### config.mk
export PLATFORM = sky130hd
export DESIGN_NAME = img_frame_ctrl_flat
export DESIGN_NICKNAME = d
export VERILOG_FILES = /design/src/rtl/img_frame_ctrl_if.sv /design/src/rtl/img_frame_ctrl.sv /design/src/flat_wrapper.sv
export SDC_FILE = /design/constraint.sdc
export NUM_CORES = 1
export LEC_CHECK = 0
export CORE_MARGIN = 4
export CORE_UTILIZATION = 50
export CTS_BUF_LIST = sky130_fd_sc_hd__clkbuf_8
export CTS_CLUSTER_DIAMETER = 80
export CTS_CLUSTER_SIZE = 10
export DETAILED_ROUTE_END_ITERATION = 10
export DONT_BUFFER_PORTS = 1
export GPL_ROUTABILITY_DRIVEN = 0
export MAX_ROUTING_LAYER = met4
export PLACE_DENSITY = 0.71
export SYNTH_ARGS = -nofsm -noshare
export SYNTH_HDL_FRONTEND = slang
export SYNTH_SLANG_ARGS = --single-unit
### constraint.sdc
create_clock -name i_clk_sys -period 3.9 [get_ports i_clk_sys]
set_clock_uncertainty 0.15 [all_clocks]
set_input_delay 0.195 -clock i_clk_sys [delete_from_list [all_inputs] [get_ports i_clk_sys]]
set_output_delay 0.195 -clock i_clk_sys [all_outputs]
set_load 0.01 [all_outputs]
### src/rtl/img_frame_ctrl_if.sv
// rtl/img_frame_ctrl_if.sv - UART-side byte, pixel-write and ACK signals of img_frame_ctrl
// master: host/UART side that drives bytes and TX ready; slave: the controller.
interface img_frame_ctrl_if #(
    parameter int CNT_W = 17
);
    logic [7:0]       i_data;
    logic             i_rx_done;
    logic             i_tx_ready;
    logic [7:0]       o_state;
    logic [7:0]       o_pix_data;
    logic             o_pix_we;
    logic [CNT_W-1:0] o_pix_addr;
    logic             o_img_done;
    logic [7:0]       o_tx_data;
    logic             o_tx_valid;

    modport master (
        output i_data, i_rx_done, i_tx_ready,
        input  o_state, o_pix_data, o_pix_we, o_pix_addr, o_img_done, o_tx_data, o_tx_valid
    );

    modport slave (
        input  i_data, i_rx_done, i_tx_ready,
        output o_state, o_pix_data, o_pix_we, o_pix_addr, o_img_done, o_tx_data, o_tx_valid
    );
endinterface

### src/rtl/img_frame_ctrl.sv
// rtl/img_frame_ctrl.sv - WAIT/TRANSPORT/DISPLAY/ERROR command sequencer with pixel stream and ACK
// Image bytes are counted internally; a stalled transfer times out into ERROR.
module img_frame_ctrl #(
    parameter int         IMG_BYTES   = 76800,
    parameter int         CNT_W       = 17,
    parameter int         TIMEOUT_CYC = 50_000_000,
    parameter int         TO_W        = 26,
    parameter logic [7:0] CMD_ADV     = 8'h5A,
    parameter logic [7:0] CMD_ABORT   = 8'hA0,
    parameter logic [7:0] ACK_BASE    = 8'hA0
) (
    input  logic              i_clk_sys,
    input  logic              i_rst_n,
    img_frame_ctrl_if.slave   bus
);
    localparam logic [7:0] ST_WAIT      = 8'h01;
    localparam logic [7:0] ST_TRANSPORT = 8'h02;
    localparam logic [7:0] ST_DISPLAY   = 8'h03;
    localparam logic [7:0] ST_ERROR     = 8'h04;

    localparam logic [CNT_W-1:0] LAST_IDX = CNT_W'(IMG_BYTES - 1);
    localparam logic [TO_W-1:0]  TO_LAST  = TO_W'(TIMEOUT_CYC - 1);

    logic [7:0]       r_state;
    logic [CNT_W-1:0] r_cnt;
    logic [TO_W-1:0]  r_idle;
    logic             r_img_done;
    logic             r_pix_we;
    logic [7:0]       r_pix_data;
    logic [CNT_W-1:0] r_pix_addr;
    logic             r_chg;
    logic [7:0]       r_tx_data;
    logic             r_tx_valid;

    logic [7:0]       w_next_state;
    logic             w_is_adv;
    logic             w_is_abort;
    logic             w_receiving;
    logic             w_wr;
    logic             w_timeout;
    logic             w_start;

    assign w_is_adv    = bus.i_rx_done && (bus.i_data == CMD_ADV);
    assign w_is_abort  = bus.i_rx_done && (bus.i_data == CMD_ABORT);
    // Image phase of TRANSPORT: every byte is data, no command decoding
    assign w_receiving = (r_state == ST_TRANSPORT) && !r_img_done;
    assign w_wr        = w_receiving && bus.i_rx_done;
    assign w_timeout   = w_receiving && !bus.i_rx_done && (r_idle == TO_LAST);
    assign w_start     = (r_state == ST_WAIT) && w_is_adv;

    always_comb begin
        w_next_state = r_state;
        case (r_state)
            ST_WAIT: begin
                if (w_is_adv) w_next_state = ST_TRANSPORT;
            end
            ST_TRANSPORT: begin
                if (r_img_done) begin
                    if (w_is_adv)        w_next_state = ST_DISPLAY;
                    else if (w_is_abort) w_next_state = ST_WAIT;
                end else if (w_timeout) begin
                    w_next_state = ST_ERROR;
                end
            end
            ST_DISPLAY, ST_ERROR: begin
                if (w_is_adv || w_is_abort) w_next_state = ST_WAIT;
            end
            default: w_next_state = ST_WAIT;
        endcase
    end

    always_ff @(posedge i_clk_sys or negedge i_rst_n) begin
        if (!i_rst_n) begin
            r_state    <= ST_WAIT;
            r_cnt      <= '0;
            r_idle     <= '0;
            r_img_done <= 1'b0;
            r_pix_we   <= 1'b0;
            r_pix_data <= 8'h00;
            r_pix_addr <= '0;
        end else begin
            r_state  <= w_next_state;
            r_pix_we <= w_wr;
            if (w_start) begin
                r_cnt      <= '0;
                r_idle     <= '0;
                r_img_done <= 1'b0;
            end else if (w_wr) begin
                r_pix_data <= bus.i_data;
                r_pix_addr <= r_cnt;
                r_cnt      <= r_cnt + CNT_W'(1);
                r_idle     <= '0;
                if (r_cnt == LAST_IDX) r_img_done <= 1'b1;
            end else if (w_receiving && !w_timeout) begin
                r_idle <= r_idle + TO_W'(1);
            end
        end
    end

    // ACK is loaded one cycle after the state change, from the settled state register;
    // a fresh load takes priority over clearing on a transfer.
    always_ff @(posedge i_clk_sys or negedge i_rst_n) begin
        if (!i_rst_n) begin
            r_chg      <= 1'b0;
            r_tx_data  <= 8'h00;
            r_tx_valid <= 1'b0;
        end else begin
            r_chg <= (w_next_state != r_state);
            if (r_chg) begin
                r_tx_data  <= ACK_BASE | r_state;
                r_tx_valid <= 1'b1;
            end else if (r_tx_valid && bus.i_tx_ready) begin
                r_tx_valid <= 1'b0;
            end
        end
    end

    assign bus.o_state    = r_state;
    assign bus.o_pix_we   = r_pix_we;
    assign bus.o_pix_data = r_pix_data;
    assign bus.o_pix_addr = r_pix_addr;
    assign bus.o_img_done = r_img_done;
    assign bus.o_tx_data  = r_tx_data;
    assign bus.o_tx_valid = r_tx_valid;
endmodule

### src/flat_wrapper.sv
// flat-port wrapper written by rule: the top's interface ports become plain ports
module img_frame_ctrl_flat 
#(
    parameter int         IMG_BYTES   = 76800,
    parameter int         CNT_W       = 17,
    parameter int         TIMEOUT_CYC = 50_000_000,
    parameter int         TO_W        = 26,
    parameter logic [7:0] CMD_ADV     = 8'h5A,
    parameter logic [7:0] CMD_ABORT   = 8'hA0,
    parameter logic [7:0] ACK_BASE    = 8'hA0
)
  (i_clk_sys, i_rst_n, bus_i_data, bus_i_rx_done, bus_i_tx_ready, bus_o_state, bus_o_pix_data, bus_o_pix_we, bus_o_pix_addr, bus_o_img_done, bus_o_tx_data, bus_o_tx_valid);
  img_frame_ctrl_if #(.CNT_W(CNT_W)) bus_i ();
  input  logic i_clk_sys;
  input  logic i_rst_n;
  input wire logic [$bits(bus_i.i_data)-1:0] bus_i_data;
  input wire logic [$bits(bus_i.i_rx_done)-1:0] bus_i_rx_done;
  input wire logic [$bits(bus_i.i_tx_ready)-1:0] bus_i_tx_ready;
  output wire logic [$bits(bus_i.o_state)-1:0] bus_o_state;
  output wire logic [$bits(bus_i.o_pix_data)-1:0] bus_o_pix_data;
  output wire logic [$bits(bus_i.o_pix_we)-1:0] bus_o_pix_we;
  output wire logic [$bits(bus_i.o_pix_addr)-1:0] bus_o_pix_addr;
  output wire logic [$bits(bus_i.o_img_done)-1:0] bus_o_img_done;
  output wire logic [$bits(bus_i.o_tx_data)-1:0] bus_o_tx_data;
  output wire logic [$bits(bus_i.o_tx_valid)-1:0] bus_o_tx_valid;
  assign bus_i.i_data = bus_i_data;
  assign bus_i.i_rx_done = bus_i_rx_done;
  assign bus_i.i_tx_ready = bus_i_tx_ready;
  assign bus_o_state = bus_i.o_state;
  assign bus_o_pix_data = bus_i.o_pix_data;
  assign bus_o_pix_we = bus_i.o_pix_we;
  assign bus_o_pix_addr = bus_i.o_pix_addr;
  assign bus_o_img_done = bus_i.o_img_done;
  assign bus_o_tx_data = bus_i.o_tx_data;
  assign bus_o_tx_valid = bus_i.o_tx_valid;
  img_frame_ctrl #(.IMG_BYTES(IMG_BYTES), .CNT_W(CNT_W), .TIMEOUT_CYC(TIMEOUT_CYC), .TO_W(TO_W), .CMD_ADV(CMD_ADV), .CMD_ABORT(CMD_ABORT), .ACK_BASE(ACK_BASE)) u_core (.i_clk_sys(i_clk_sys), .i_rst_n(i_rst_n), .bus(bus_i));
endmodule
==> impl_metrics.ini, run 1 <==
[detailed_routing]
routed_length_per_placed_instance_um = 16.58
detail_route.iter0.violations = 190
detail_route_antenna_nets = 0
drc_markers = 0
route.vias.total = 3355
first_pass_iters = 6
route.final.wire_length_mm = 9.470
avgViaCountPerCell = 5.876

[layout]
numnets_final = 475
flow.area_growth_from_synthesis_pct = 10.01
antennaDiodeCount = 0
final_layout_size_suffix_gt1_share_pct = 9.227
mostFrequentLayoutCell = sky130_fd_sc_hd__nand2_1
layout.cells.most_common_list = 101 x sky130_fd_sc_hd__nand2_1, 86 x sky130_fd_sc_hd__dfrtp_1, 29 x sky130_fd_sc_hd__nor2_1

[sta]
headroom_to_the_max_slew_limit_pct = 39.62
final_critical_path_setup_slack_ns = 1.054
final_max_slew_viol_count = 0
hold_viol_final = 0
period_needed_ns = 2.846
setup_repair_after_global_routing_missed_its_margin = false
fmaxAchievable_mhz = 351.4
final_min_period_over_clock_period_pct = 72.97
setup-tns-final_ns = 0
finalSetupViolations = 0
tightest_slew_ns = 0.8988

[placed_design]
detailed_place_hpwl_mm = 6.207
dp_worst_setup_slack_ns = 1.095
number_of_buffer_cells_added_on_primary_ports = 0

[critical_path]
endpoint_kind = register
crit_fanout = 20
cp.required_ns = 4.02
startpoint_type = register
cp.arrival_ns = 2.97
rr_worst_depth = 5
r2r_slack_ns = 1.05
rr_endpoint = u_core.r_idle[11]
critical_path_class = register to register
critical_path.reg2reg.startpoint = u_core.bus.o_state[5]

[global_route]
grt_use_met2_pct = 31.49
busiest_layer = met2
grt_antenna_before_repair = 0
grt_pass1_wl_mm = 16.05
groute.layer.met1.usage_pct = 26.07
via_count_of_the_first_global_routing_pass = 3280
grt_use_total_pct = 20.30
global_route.overflow_total = 0
grt_start_max_net_pins = 88
met3_usage_pct = 5.052

[clock_network]
worst_setup_hold_path_clk_slew_ns = 0.09
number_of_buffers_inserted_during_clock_tree_synthesis = 9
worst_skew_pair.late_latency_ns = 0.36
htreeDepth = 3
cts_root_buffer = sky130_fd_sc_hd__clkbuf_8
clock_path_buffers = 2
cts_tree = built
cts_resized = 0
clock-sinks = 87

[status]
outcome = finished, final reports clean

[synth]
number_of_standard_cells_after_synthesis = 454
synthesized_area_fraction_occupied_by_and_or_nand_nor_cells_pct = 28.63
synth_enable_flop_cells = 0
synth_largest_area_cell = sky130_fd_sc_hd__dfrtp_1
ys_ff_latch = 87
synth-main-ff-cell = sky130_fd_sc_hd__dfrtp_1
synth.cell_area_um2 = 4288
synth_xor_area_share_pct = 3.064
synth_area_leaders = sky130_fd_sc_hd__dfrtp_1 50%, sky130_fd_sc_hd__nand2_1 8.8%, sky130_fd_sc_hd__mux2i_1 4.0%
synth-seq-area-share_pct = 50.80
yosysWarningCount = 0
yosysTopAreaCellShare_pct = 50.19
synth.area.mux_share_pct = 5.544
yosys.area_share.adder_pct = 0.5836
synthesized_area_fraction_occupied_by_ao_oa_aoi_and_oai_cells_pct = 7.820
combinational_family_with_the_most_area_after_synthesis = simple AND/OR/NAND/NOR gates
post_synth_num_cell_types = 48
syn_area_per_cell_um2 = 9.445
async_flop_share_pct = 100.0

[pwr]
vdd_drop_max_mv = 0.1488
p_leak_nw = 2.074
pwr_density_cell_nw_per_um2 = 343.0

[floorplan]
ioPinCount = 56
fp.dieArea_um2 = 10120
die_x_um = 100.6
placeableCoreArea_um2 = 8299
dieHeight_um = 100.6
row_count = 33
initial_utilization_pct = 51.67

[flow_run]
cap_violations = 0

[hold_path]
holdCritStartpoint = bus_i_rx_done
min_delay_path_depth = 4
timing.hold.worst.class = primary input to register
hold_end = u_core.bus.o_pix_addr[9]
repair_timing:
action                    4_1_cts  5_1_grt
setup buffers                   0        0
hold endpoints to repair       99        0
hold buffers                   12        0
how the worst max path moves through the flow:
stage                                      from           endpoint  slack (ns)  depth (start not counted)
after detailed placement  u_core.bus.o_state[5]  u_core.r_idle[11]        1.10                          5
final                     u_core.bus.o_state[5]  u_core.r_idle[11]        1.05                          5
after global routing      u_core.bus.o_state[5]  u_core.r_idle[11]        0.85                          5
after global placement    u_core.bus.o_state[5]  u_core.r_idle[25]        1.18                          5
after CTS                 u_core.bus.o_state[5]  u_core.r_idle[11]        1.05                          5
after floorplan           u_core.bus.o_state[5]    u_core.r_cnt[1]        1.57                          6
critical path: stages (launching register included):
cell and delay, ns:
sky130_fd_sc_hd__dfrtp_1 0.45, sky130_fd_sc_hd__or4_4 0.62, sky130_fd_sc_hd__nor4_2 0.34, sky130_fd_sc_hd__nand2_1 0.52, sky130_fd_sc_hd__a211oi_1 0.45, sky130_fd_sc_hd__mux2i_1 0.23
area by class of cell:
| class | count | area, um2 |
|---|---|---|
| clock inverter | 5 | 55.05 |
| inverter | 12 | 45.04 |
| sequential | 87 | 2178 |
| fill | 726 | 3582 |
| clock buffer | 11 | 151.4 |
| timing repair buffer | 16 | 167.7 |
| multi-input combinational | 335 | 1988 |
| tap | 105 | 131.4 |
cells in the mapped netlist, types with 4 or more instances:
cell                         n
sky130_fd_sc_hd__nor3_2      6
sky130_fd_sc_hd__inv_1      12
sky130_fd_sc_hd__or4_1       4
sky130_fd_sc_hd__buf_2       8
sky130_fd_sc_hd__nor4_1      5
sky130_fd_sc_hd__mux2i_1    17
sky130_fd_sc_hd__and4_1      6
sky130_fd_sc_hd__a21oi_1    19
sky130_fd_sc_hd__nand4_1    12
sky130_fd_sc_hd__nand2_1   101
sky130_fd_sc_hd__xor2_1      4
sky130_fd_sc_hd__nand2b_1   13
sky130_fd_sc_hd__mux2_2      6
sky130_fd_sc_hd__nor2_1     29
sky130_fd_sc_hd__nor4b_1     4
sky130_fd_sc_hd__nor3b_1     4
sky130_fd_sc_hd__a211oi_1    4
sky130_fd_sc_hd__nand3_1    17
sky130_fd_sc_hd__or3_1       9
sky130_fd_sc_hd__nor3_1      4
sky130_fd_sc_hd__nor4_2      5
sky130_fd_sc_hd__xnor2_1    11
sky130_fd_sc_hd__o21ai_1    17
sky130_fd_sc_hd__clkbuf_1   15
sky130_fd_sc_hd__dfrtp_1    86
registers in the layout, indices dropped and copies added, names as in the netlist:
signal,flops
u_core.bus.o_pix_data,8
u_core.r_idle,26
u_core.bus.o_img_done,1
u_core.r_chg,1
u_core.bus.o_pix_addr,17
u_core.r_cnt,17
u_core.bus.o_tx_valid,1
u_core.bus.o_tx_data,7
u_core.bus.o_state,8
u_core.bus.o_pix_we,1
power by group:
| group | total [mW] | switching [mW] | leakage [nW] | internal [mW] |
|---|---|---|---|---|
| clock | 0.649 | 0.319 | 0.107 | 0.330 |
| sequential | 0.924 | 0.0133 | 1.15 | 0.911 |
| combinational | 0.0445 | 0.0274 | 0.818 | 0.0171 |
per-stage QoR:
stage                     hold WS (ns)  total power, mW  utilization [%]  cells  instance area (um2)
after floorplan                -0.2506           0.9533                -    458                 4303
after global placement         -0.2486           0.9561            52.69    543                 4373
after detailed placement       -0.2487           0.9573            52.69    543                 4373
after CTS                       0.1147            1.630            56.84    571                 4717
after global routing            0.1613            1.676            56.84    571                 4717
final                           0.1272            1.618            56.84    571                 4717
cell families after synthesis:
logic type	count (synthesis)
adders and majority gates	2
muxes	23
buffers and inverters	36
DFF	87
other	1
xor gates and xnor gates	15
and+or+nand+nor	234
AOI/OAI and AO/OA	56
per-layer routing:
layer / part of all wire, % / vias to the layer above
li1: - / 1587
met4: 1.2 / 0
met3: 7.6 / 9
met5: 0 / -
met2: 48 / 118
met1: 43 / 1641
(Power assumes the default switching activity.)
==> run 2, diff against run 1 <==
- ABC_AREA: unset -> 1
- clock period: 3.9 -> 2.9 ns (I/O delays scaled with it)
==> run 2 against run 1 <==
Against the previous run: core utilization fell by 0.43 points; cell area rose by 11%; combinational power is 45% higher; worst hold slack worse by 0.099 ns.
==> impl_metrics.ini, run 2 <==
[floorplan]
die_x_um = 105.3
ioPinCount = 56
row_count = 35
dieHeight_um = 105.3
initial_utilization_pct = 51.28
fp.dieArea_um2 = 11100
placeableCoreArea_um2 = 9240

[layout]
final_design_area_no_fill_um2 = 5213
max_flop_register = u_core.r_idle
finish.cell_count_without_fillers = 788
antennaDiodeCount = 0
final_core_utilization_pct = 56.41
layout.cells.most_common_list = 202 x sky130_fd_sc_hd__nand2_1, 86 x sky130_fd_sc_hd__dfrtp_1, 78 x sky130_fd_sc_hd__nand3_1
flow.area_growth_from_synthesis_pct = 10.01
numnets_final = 668
largest_register_ff_count = 26
final_layout_size_suffix_gt1_share_pct = 6.525
mostFrequentLayoutCell = sky130_fd_sc_hd__nand2_1

[synth]
synth.cell_area_um2 = 4738
ys_ff_latch = 87
synth-seq-area-share_pct = 45.97
synth_enable_flop_cells = 0
async_flop_share_pct = 100.0
synth_common_cells = 202 x sky130_fd_sc_hd__nand2_1, 86 x sky130_fd_sc_hd__dfrtp_1, 78 x sky130_fd_sc_hd__nand3_1, 77 x sky130_fd_sc_hd__nor2_1, 49 x sky130_fd_sc_hd__inv_1
synth-main-ff-cell = sky130_fd_sc_hd__dfrtp_1
post_synth_num_cell_types = 30
yosysWarningCount = 0
syn_area_per_cell_um2 = 7.369
synth_largest_area_cell = sky130_fd_sc_hd__dfrtp_1
synth_area_leaders = sky130_fd_sc_hd__dfrtp_1 45%, sky130_fd_sc_hd__nand2_1 16%, sky130_fd_sc_hd__nand3_1 8.2%
yosysTopAreaCellShare_pct = 45.42
most_numerous_cell_in_the_yosys_netlist = sky130_fd_sc_hd__nand2_1
number_of_standard_cells_after_synthesis = 643

[clock_network]
clock-sinks = 87
clock_path_buffers = 2
htreeDepth = 3
cts_post_setup_buffers_inserted = 0
worst_skew_pair.late_latency_ns = 0.35
cts_tree = built
worst_setup_hold_path_clk_slew_ns = 0.09
cts_resized = 0
cts_root_buffer = sky130_fd_sc_hd__clkbuf_8
number_of_buffers_inserted_during_clock_tree_synthesis = 9
cts_hold_buffers = 13

[sta]
setup-tns-final_ns = 0
tightest_slew_ns = 0.8452
finalSetupViolations = 0
setup_repair_after_global_routing_missed_its_margin = false
final_min_period_over_clock_period_pct = 82.58
final_max_slew_viol_count = 0
hold_viol_final = 0
period_needed_ns = 2.395
headroom_to_the_max_slew_limit_pct = 43.44
fmaxAchievable_mhz = 417.5

[critical_path]
critical_path.slowest_cell = sky130_fd_sc_hd__dfrtp_1
critPathBufInv = 0
crit_fanout = 15
slowest_delay_ns = 0.43
startpoint_type = register
cp.arrival_ns = 2.51
cp.required_ns = 3.01
endpoint_kind = register
critical_path_class = register to register
critPathTopFamily = simple AND/OR/NAND/NOR gates
cells_along_the_critical_path = ha_1 -> nand3_2 -> nor3_1 -> nand2_1 -> o21ai_2 -> nand2_4 -> o21ai_0

[global_route]
grt_antenna_before_repair = 0
via_count_of_the_first_global_routing_pass = 4183
grt_use_total_pct = 22.29
grt_pass1_wl_mm = 19.96
grt_start_max_net_pins = 88
global_route.overflow_total = 0

[detailed_routing]
detail_route.iter0.violations = 397
first_pass_iters = 5
route.final.wire_length_mm = 11.48
drc_markers = 0
avgViaCountPerCell = 5.456
routed_length_per_placed_instance_um = 14.57
detail_route_antenna_nets = 0
route.vias.total = 4299

[status]
outcome = finished, final reports clean

[placed_design]
detailed_place_hpwl_mm = 7.959
number_of_buffer_cells_added_on_primary_ports = 0
dpl.cell_count = 759
detailed_place.area_um2 = 4831

[flow_run]
cap_violations = 0

[hold_path]
timing.hold.worst.class = primary input to register

[pwr]
power.total_mw = 2.274
p_leak_nw = 2.519
vdd_drop_max_mv = 0.1939
pwr_density_cell_nw_per_um2 = 436.2
-- run 2: cell count changes in the layout (fill, tap and decap cells not counted), moves of 14 or more --
cell / change
sky130_fd_sc_hd__nand3_1: +61
sky130_fd_sc_hd__o21ai_1: -14
sky130_fd_sc_hd__nor2_1: +48
sky130_fd_sc_hd__inv_1: +36
sky130_fd_sc_hd__o21ai_0: +35
sky130_fd_sc_hd__mux2i_1: -17
sky130_fd_sc_hd__nand2_1: +101
-- run 2: worst paths after layout --
| kind | startpoint | to | slack (ns) | depth (start not counted) |
|---|---|---|---|---|
| worst min-delay path | bus_i_data[3] | u_core.r_chg | 0.03 | 5 |
| worst max-delay path | u_core.r_idle[0] | u_core.r_idle[0] | 0.51 | 7 |
| min in group asynchronous | i_rst_n | u_core.bus.o_pix_we | 0.18 | 2 |
| max in group asynchronous | i_rst_n | u_core.bus.o_state[0] | 2.05 | 2 |
| worst max register to register | u_core.r_idle[0] | u_core.r_idle[0] | 0.51 | 7 |
| worst min register to register | u_core.r_chg | u_core.bus.o_tx_data[5] | 0.37 | 1 |
-- run 2: per-layer routing --
| layer | track usage (%) | routed length [um] | share of wire, % | vias to the layer above |
|---|---|---|---|---|
| met1 | 29.62 | 5274 | 46 | 2029 |
| li1 | - | - | - | 2098 |
| met3 | 5.083 | 863 | 7.5 | 23 |
| met5 | - | 0 | 0 | - |
| met2 | 33.65 | 5141 | 45 | 149 |
| met4 | 7.873 | 201 | 1.8 | 0 |
-- run 2: through the flow --
stage                     setup WS (ns)  hold slack, ns
final                            0.5051         0.02860
after global routing             0.2762         0.05202
after CTS                        0.5746         0.02287
after detailed placement         0.5791         -0.2984
after global placement           0.6430         -0.2984
after floorplan                   1.120         -0.3006
-- run 2: worst register-to-register path, stage by stage (launching register included) --
cell and delay, ns:
sky130_fd_sc_hd__dfrtp_1 0.43, sky130_fd_sc_hd__ha_1 0.33, sky130_fd_sc_hd__nand3_2 0.16, sky130_fd_sc_hd__nor3_1 0.19, sky130_fd_sc_hd__nand2_1 0.12, sky130_fd_sc_hd__o21ai_2 0.42
sky130_fd_sc_hd__nand2_4 0.24, sky130_fd_sc_hd__o21ai_0 0.27
-- run 2: cell families (layout without fill, tap and decap cells) --
family / after synthesis / after routing / share of synthesized area, %
buffers and inverters: 75 / 87 / 6.760
adder cells (fa/ha/maj): 2 / 2 / 0.5280
XOR/XNOR: 20 / 20 / 3.697
AO/OA/AOI/OAI: 50 / 50 / 5.704
flip-flops: 87 / 87 / 45.97
AND/OR/NAND/NOR: 408 / 408 / 37.26
other: 1 / 5 / 0.07914
-- run 2: final cells by class --
class,count,area [um2]
sequential,87,2178
fill,886,4028
tap,129,161.4
clock inverter,6,96.34
multi-input combinational,485,2255
inverter,53,198.9
timing repair buffer,18,185.2
clock buffer,10,137.6
-- run 2: report_power, final --
part | internal (mW) | switching [mW]
Clock | 0.521 | 0.456
Sequential | 1.22 | 0.0112
Combinational | 0.0212 | 0.0433
